$ cat src/rtl/uart_pkg.sv
// Shared types and helpers for the parametrised UART receiver.
// Latency: n/a (types, constants and a pure function only).
// Backpressure: n/a.
//
// parity_e    : line parity mode, numerically equal to the PARITY_MODE parameter
// rx_state_e  : receiver FSM states
// parity_calc : the parity bit a correct transmitter sends for a data word
package uart_pkg;

  typedef enum logic [1:0] {
    PAR_NONE = 2'd0,
    PAR_EVEN = 2'd1,
    PAR_ODD  = 2'd2
  } parity_e;

  typedef enum logic [2:0] {
    IDLE,
    START,
    DATA,
    PARITY,
    STOP
  } rx_state_e;

  // Widest supported data word; narrower words are zero-extended, which
  // leaves their XOR reduction unchanged.
  localparam int MAX_DATA_BITS = 9;

  function automatic logic parity_calc(input logic [MAX_DATA_BITS-1:0] data,
                                       input parity_e                  mode);
    logic p;
    case (mode)
      PAR_EVEN: p = ^data;
      PAR_ODD:  p = ~(^data);
      default:  p = 1'b0;
    endcase
    return p;
  endfunction

endpackage

$ cat src/rtl/uart_rx_baud_counter.sv
// Bit-period timer: one-clock sample_tick at the half or full bit period.
// Latency: sample_tick is combinational from the counter; counter restarts on the tick edge.
// Backpressure: none; free-running while clear is low.
//
// clk, reset  : system clock, synchronous active-high reset
// clear       : hold the counter at zero (receiver idle)
// half        : 1 = time half a bit (start-bit centring), 0 = a full bit
// sample_tick : high for the one clock in which the selected period ends
module uart_rx_baud_counter #(
  parameter int CLKS_PER_BIT = 434
) (
  input  logic clk,
  input  logic reset,
  input  logic clear,
  input  logic half,
  output logic sample_tick
);

  localparam int                CNT_W     = $clog2(CLKS_PER_BIT);
  localparam logic [CNT_W-1:0]  FULL_LAST = CNT_W'(CLKS_PER_BIT - 1);
  localparam logic [CNT_W-1:0]  HALF_LAST = CNT_W'(CLKS_PER_BIT / 2 - 1);

  logic [CNT_W-1:0] cnt;
  logic             hit;

  assign hit         = half ? (cnt == HALF_LAST) : (cnt == FULL_LAST);
  assign sample_tick = hit & ~clear;

  // Restarting on every tick keeps each subsequent sample exactly one
  // bit period after the previous one, so the count never passes FULL_LAST.
  always_ff @(posedge clk) begin
    if (reset || clear || hit) begin
      cnt <= '0;
    end else begin
      cnt <= cnt + 1'b1;
    end
  end

endmodule

$ cat src/rtl/uart_rx_param.sv
// Parametrised UART receiver: sync, start validation, data/parity/stop sampling, word output.
// Latency: rx_valid rises 1 clk after the mid-bit sample of the final stop bit.
// Backpressure: valid/ready; a frame completing while a word is still held is dropped with an overrun pulse.
//
// clk, reset  : system clock, synchronous active-high reset
// rx          : asynchronous serial input, idle high
// rx_data     : received word, stable while rx_valid is high
// rx_valid    : word available, held until rx_ready
// rx_ready    : consumer accept
// parity_err  : parity check failed for rx_data (always 0 without parity)
// frame_err   : at least one stop bit of rx_data was sampled low
// overrun     : one-clock pulse when a completed frame was discarded
// busy        : receiver is inside a frame
module uart_rx_param
  import uart_pkg::*;
#(
  parameter int DATA_BITS    = 8,
  parameter int PARITY_MODE  = 1,
  parameter int STOP_BITS    = 1,
  parameter int CLKS_PER_BIT = 434
) (
  input  logic                 clk,
  input  logic                 reset,
  input  logic                 rx,
  output logic [DATA_BITS-1:0] rx_data,
  output logic                 rx_valid,
  input  logic                 rx_ready,
  output logic                 parity_err,
  output logic                 frame_err,
  output logic                 overrun,
  output logic                 busy
);

  localparam logic [1:0] PMODE_BITS = PARITY_MODE[1:0];
  localparam parity_e    PMODE      = parity_e'(PMODE_BITS);
  localparam logic [3:0] DATA_LAST  = 4'(DATA_BITS - 1);
  localparam logic [3:0] STOP_LAST  = 4'(STOP_BITS - 1);

  rx_state_e                 state;
  logic                      rx_meta;
  logic                      rx_s;
  logic [3:0]                bit_cnt;
  logic [DATA_BITS-1:0]      shift_reg;
  logic [MAX_DATA_BITS-1:0]  data_ext;
  logic                      parity_err_n;
  logic                      frame_err_n;
  logic                      tick;
  logic                      stop_bad;
  logic                      can_load;

  // Two-flop synchroniser, preset to the idle line level.
  always_ff @(posedge clk) begin
    if (reset) begin
      rx_meta <= 1'b1;
      rx_s    <= 1'b1;
    end else begin
      rx_meta <= rx;
      rx_s    <= rx_meta;
    end
  end

  uart_rx_baud_counter #(
    .CLKS_PER_BIT (CLKS_PER_BIT)
  ) u_baud (
    .clk         (clk),
    .reset       (reset),
    .clear       (state == IDLE),
    .half        (state == START),
    .sample_tick (tick)
  );

  assign data_ext = MAX_DATA_BITS'(shift_reg);
  assign stop_bad = ~rx_s;
  // The held word may be replaced when nothing is held or it is being
  // accepted in this same clock.
  assign can_load = ~rx_valid | rx_ready;
  assign busy     = (state != IDLE);

  always_ff @(posedge clk) begin
    if (reset) begin
      state        <= IDLE;
      bit_cnt      <= '0;
      shift_reg    <= '0;
      parity_err_n <= 1'b0;
      frame_err_n  <= 1'b0;
      rx_data      <= '0;
      rx_valid     <= 1'b0;
      parity_err   <= 1'b0;
      frame_err    <= 1'b0;
      overrun      <= 1'b0;
    end else begin
      overrun <= 1'b0;
      // Accept first; a completing frame below overrides this to keep valid high.
      if (rx_valid && rx_ready) begin
        rx_valid <= 1'b0;
      end

      case (state)
        IDLE: begin
          if (!rx_s) begin
            state        <= START;
            bit_cnt      <= '0;
            parity_err_n <= 1'b0;
            frame_err_n  <= 1'b0;
          end
        end

        START: begin
          if (tick) begin
            // A line back high at mid-start is a glitch, not a frame.
            state   <= rx_s ? IDLE : DATA;
            bit_cnt <= '0;
          end
        end

        DATA: begin
          if (tick) begin
            shift_reg <= {rx_s, shift_reg[DATA_BITS-1:1]};
            if (bit_cnt == DATA_LAST) begin
              bit_cnt <= '0;
              state   <= (PMODE != PAR_NONE) ? PARITY : STOP;
            end else begin
              bit_cnt <= bit_cnt + 1'b1;
            end
          end
        end

        PARITY: begin
          if (tick) begin
            parity_err_n <= rx_s ^ parity_calc(data_ext, PMODE);
            bit_cnt      <= '0;
            state        <= STOP;
          end
        end

        STOP: begin
          if (tick) begin
            frame_err_n <= frame_err_n | stop_bad;
            if (bit_cnt == STOP_LAST) begin
              // No wait for the line to rise: a low line restarts at once.
              state   <= IDLE;
              bit_cnt <= '0;
              if (can_load) begin
                rx_data    <= shift_reg;
                parity_err <= parity_err_n;
                frame_err  <= frame_err_n | stop_bad;
                rx_valid   <= 1'b1;
              end else begin
                overrun <= 1'b1;
              end
            end else begin
              bit_cnt <= bit_cnt + 1'b1;
            end
          end
        end

        default: begin
          state <= IDLE;
        end
      endcase
    end
  end

endmodule

$ cat config.mk
export PLATFORM = sky130hd
export DESIGN_NAME = uart_rx_param
export DESIGN_NICKNAME = d
export VERILOG_FILES = /design/src/rtl/uart_pkg.sv /design/src/rtl/uart_rx_baud_counter.sv /design/src/rtl/uart_rx_param.sv
export SDC_FILE = /design/constraint.sdc
export NUM_CORES = 1
export LEC_CHECK = 0
export ABC_AREA = 1
export CORE_ASPECT_RATIO = 0.75
export CORE_MARGIN = 2
export CORE_UTILIZATION = 57
export DETAILED_ROUTE_END_ITERATION = 12
export GPL_ROUTABILITY_DRIVEN = 0
export PLACE_DENSITY = 0.89
export SLEW_MARGIN = 20
export SYNTH_ARGS = -nofsm -noshare
export SYNTH_HDL_FRONTEND = slang
export SYNTH_SLANG_ARGS = --single-unit
$ cat constraint.sdc
create_clock -name clk -period 2 [get_ports clk]
set_input_delay 0.3 -clock clk [delete_from_list [all_inputs] [get_ports clk]]
set_output_delay 0.3 -clock clk [all_outputs]
set_load 0.02 [all_outputs]
==> results of run 1 <==
==> what timing repair did <==
| action | in CTS | in global routing |
|---|---|---|
| hold buffers | 0 | 0 |
| resized for setup | 0 | 1 |
| endpoints found under the setup margin | 0 | 1 |
==> metal layers <==
metal / vias to the layer above / track usage / wire length [um]
li1: 935 / - / -
met1: 797 / 0.258 / 1880
met2: 38 / 0.359 / 1770
met3: 5 / 0.0562 / 158
met4: 0 / 0.104 / 47
met5: - / 0 / 0
==> power by group through the flow <==
stage / Clock [mW] / Combinational [mW] / Sequential (mW)
2_1_floorplan: 0 / 0.332 / 0.918
3_3_place_gp: 0 / 0.408 / 0.932
3_5_place_dp: 0 / 0.418 / 0.934
4_1_cts: 0.582 / 0.423 / 0.916
5_1_grt: 0.614 / 0.494 / 0.925
6_report: 0.577 / 0.422 / 0.916
==> through the flow <==
step	worst slack (ns)	hold WS, ns	util	instance area [um2]
finish	0.268	0.418	0.688	2280
global route	0.0530	0.433	0.688	2280
CTS	0.0271	0.422	0.687	2280
detailed placement	0.307	0.405	0.658	2180
global placement	0.378	0.393	0.658	2180
floorplan	0.619	0.369	-	1980
==> critical path, cell delays in order (launching register included) <==
cell and delay [ns]:
dfxtp_1 0.43, inv_2 0.07, nand3_2 0.10, nand2_1 0.06
nand2_1 0.12, nand3_4 0.18, nor2_4 0.29, inv_1 0.13
o21ai_0 0.17, a21oi_1 0.06
==> cells in the final DEF (no fill, tap or decap), types with 7 or more instances in the layout <==
cell / count
clkdlybuf4s50_1: 15
nand3_1: 10
clkbuf_8: 7
xor2_1: 7
nand2_1: 64
o21ai_0: 13
dfxtp_1: 40
a21oi_1: 18
o21ai_1: 11
inv_1: 40
nor2_1: 48
==> area by class of cell <==
| cell class | count | area (um2) | share of cell area |
|---|---|---|---|
| multi-input combinational | 201 | 992 | 0.435 |
| clock buffer | 7 | 96.3 | 0.0423 |
| sequential | 40 | 801 | 0.351 |
| tap | 40 | 50.0 | 0.0220 |
| inverter | 43 | 161 | 0.0708 |
| timing repair buffer | 18 | 178 | 0.0780 |
==> cell families (layout without fill, tap and decap cells) <==
| logic type | count (synthesis) | in the layout | synth area share |
|---|---|---|---|
| AND/OR/NAND/NOR | 144 | 144 | 0.323 |
| flip-flops | 40 | 40 | 0.404 |
| buffers and inverters | 48 | 68 | 0.0959 |
| adder cells (fa/ha/maj) | 3 | 3 | 0.0189 |
| XOR/XNOR | 10 | 10 | 0.0442 |
| AO/OA/AOI/OAI | 44 | 44 | 0.114 |
==> final timing paths <==
path                         startpoint                         to  depth (start not counted)
hold / removal       rx_meta$_SDFF_PP1_            rx_s$_SDFF_PP1_                          1
setup / recovery  state[2]$_SDFFE_PP0P_  shift_reg[3]$_SDFFE_PP0P_                          9
setup reg to reg  state[2]$_SDFFE_PP0P_  shift_reg[3]$_SDFFE_PP0P_                          9
hold reg to reg      rx_meta$_SDFF_PP1_            rx_s$_SDFF_PP1_                          1
==> results.toml, run 1 <==
[routing]
ant_nets = 0
first_iter_violations = 82
vias = 1775
viasPerCell = 5.09
wl_per_cell_um = 11.0
drc = 0
dr.pass1.iters = 5
drt-total-wl_um = 3860

[power]
power.density_nw_per_um2 = 841
seq_power_share = 0.478
power_mw = 1.92
p_sw_frac = 0.314
power_frac_comb = 0.220
power.internal_mw = 1.31
p_leak_nw = 1.01
switching_power_mw = 0.601
vdd.ir_drop.worst_mv = 0.499
power.share.clock = 0.301

[sta]
setup_violations = 0
max_slew_margin = 0.696
hold_viol_final = 0
max_freq_mhz = 577
drv_slew = 0
worst_pin_slew_ns = 0.454
rsz0062_at_grt = "false"
skew_ns = 0.00429
final.min_clock_period_ns = 1.73
fin_setup_tns_ns = 0
layout_worst_path_cycle_share = 0.866

[final_layout]
syn_to_final_growth_pct = 14.9
layout-drive-gt1-share = 0.0874
final_cells = 349
final_nets = 316
antenna_cells = 0
largest_reg_flops = 9
final.fill_count = 289

[yosys]
synth.most_common_cell = "nand2_1"
synthDistinctLibCells = 27
synth-seq-cells = 40
synth.top_cell.area_share = 0.404
synthFlopType = "dfxtp_1"
ys_seq_area_frac = 0.404
syn-num-nets = 296
postSynthCellCount = 289
synth.yosys.warnings = 0
synth_edf_count = 0
synth_top_cell_by_area = "dfxtp_1"
synthArstFlopShare = 0
synthTopCellsByArea = "dfxtp_1 (40%), nand2_1 (12%), nor2_1 (9.1%), inv_1 (7.6%), a21oi_1 (4.5%)"
syn_avg_cell_area_um2 = 6.86
synth_common_cells = "nand2_1 (64), nor2_1 (48), dfxtp_1 (40), inv_1 (40), a21oi_1 (18)"
synth_area_um2 = 1980

[clock_network]
h-tree-depth = 2
post-cts-setup-buffers = 0
tritoncts = "built"
numCtsBuffers = 5
cts.clk_slew.worst_paths_ns = 0.07
cts_root_buffer = "clkbuf_8"
cts_sinks = 40
clock_latency_ns = 0.30
cts_buffer_depth = 2

[critical_path]
crit_type = "reg -> reg"
rrSetupSlack_ns = 0.27
crit_path_max_fanout = 13
worst_ep_required_time_ns = 2.19
end_kind = "flip-flop"
crit_path_start_kind = "flip-flop"
worstPathArrival_ns = 1.92

[global_route]
grt_overflow = 0
grt_max_degree = 25
antenna_found_initial = 0
grt_pass1_vias = 1502
grt_first_pass_wirelength_um = 6350
grt_usage = 0.213

[placement]
dp_hpwl_um = 2680
portBuffers = 16
post-place-cells = 342

[floorplanning]
dieArea_um2 = 3970
rows = 18
start_util = 0.599
die_w_um = 72.1
die_h_um = 55.1
pin_count = 17
coreArea_um2 = 3310

[worst_hold_path]
hold_path_class = "reg -> reg"

[status]
status = "complete, no violations"

[flow_run]
timing.max_cap.violations = 0
Power figures use the tool's default switching activity.
==> inputs of run 2 (changes only) <==
--- a/config.mk
+++ b/config.mk
@@ -9,6 +9,7 @@
 export CORE_ASPECT_RATIO = 0.75
 export CORE_MARGIN = 2
 export CORE_UTILIZATION = 57
+export CTS_CLUSTER_SIZE = 12
 export DETAILED_ROUTE_END_ITERATION = 12
 export GPL_ROUTABILITY_DRIVEN = 0
 export PLACE_DENSITY = 0.89
==> results of run 2 <==
The final DEF is identical to that of run 1; final timing and power are the same.
==> inputs of run 3 (changes only) <==
--- a/config.mk
+++ b/config.mk
@@ -12,6 +12,7 @@
 export CTS_CLUSTER_SIZE = 12
 export DETAILED_ROUTE_END_ITERATION = 12
 export GPL_ROUTABILITY_DRIVEN = 0
+export HOLD_SLACK_MARGIN = 0.05
 export PLACE_DENSITY = 0.89
 export SLEW_MARGIN = 20
 export SYNTH_ARGS = -nofsm -noshare
==> results of run 3 <==
The final DEF is identical to that of run 1; final timing and power are the same.
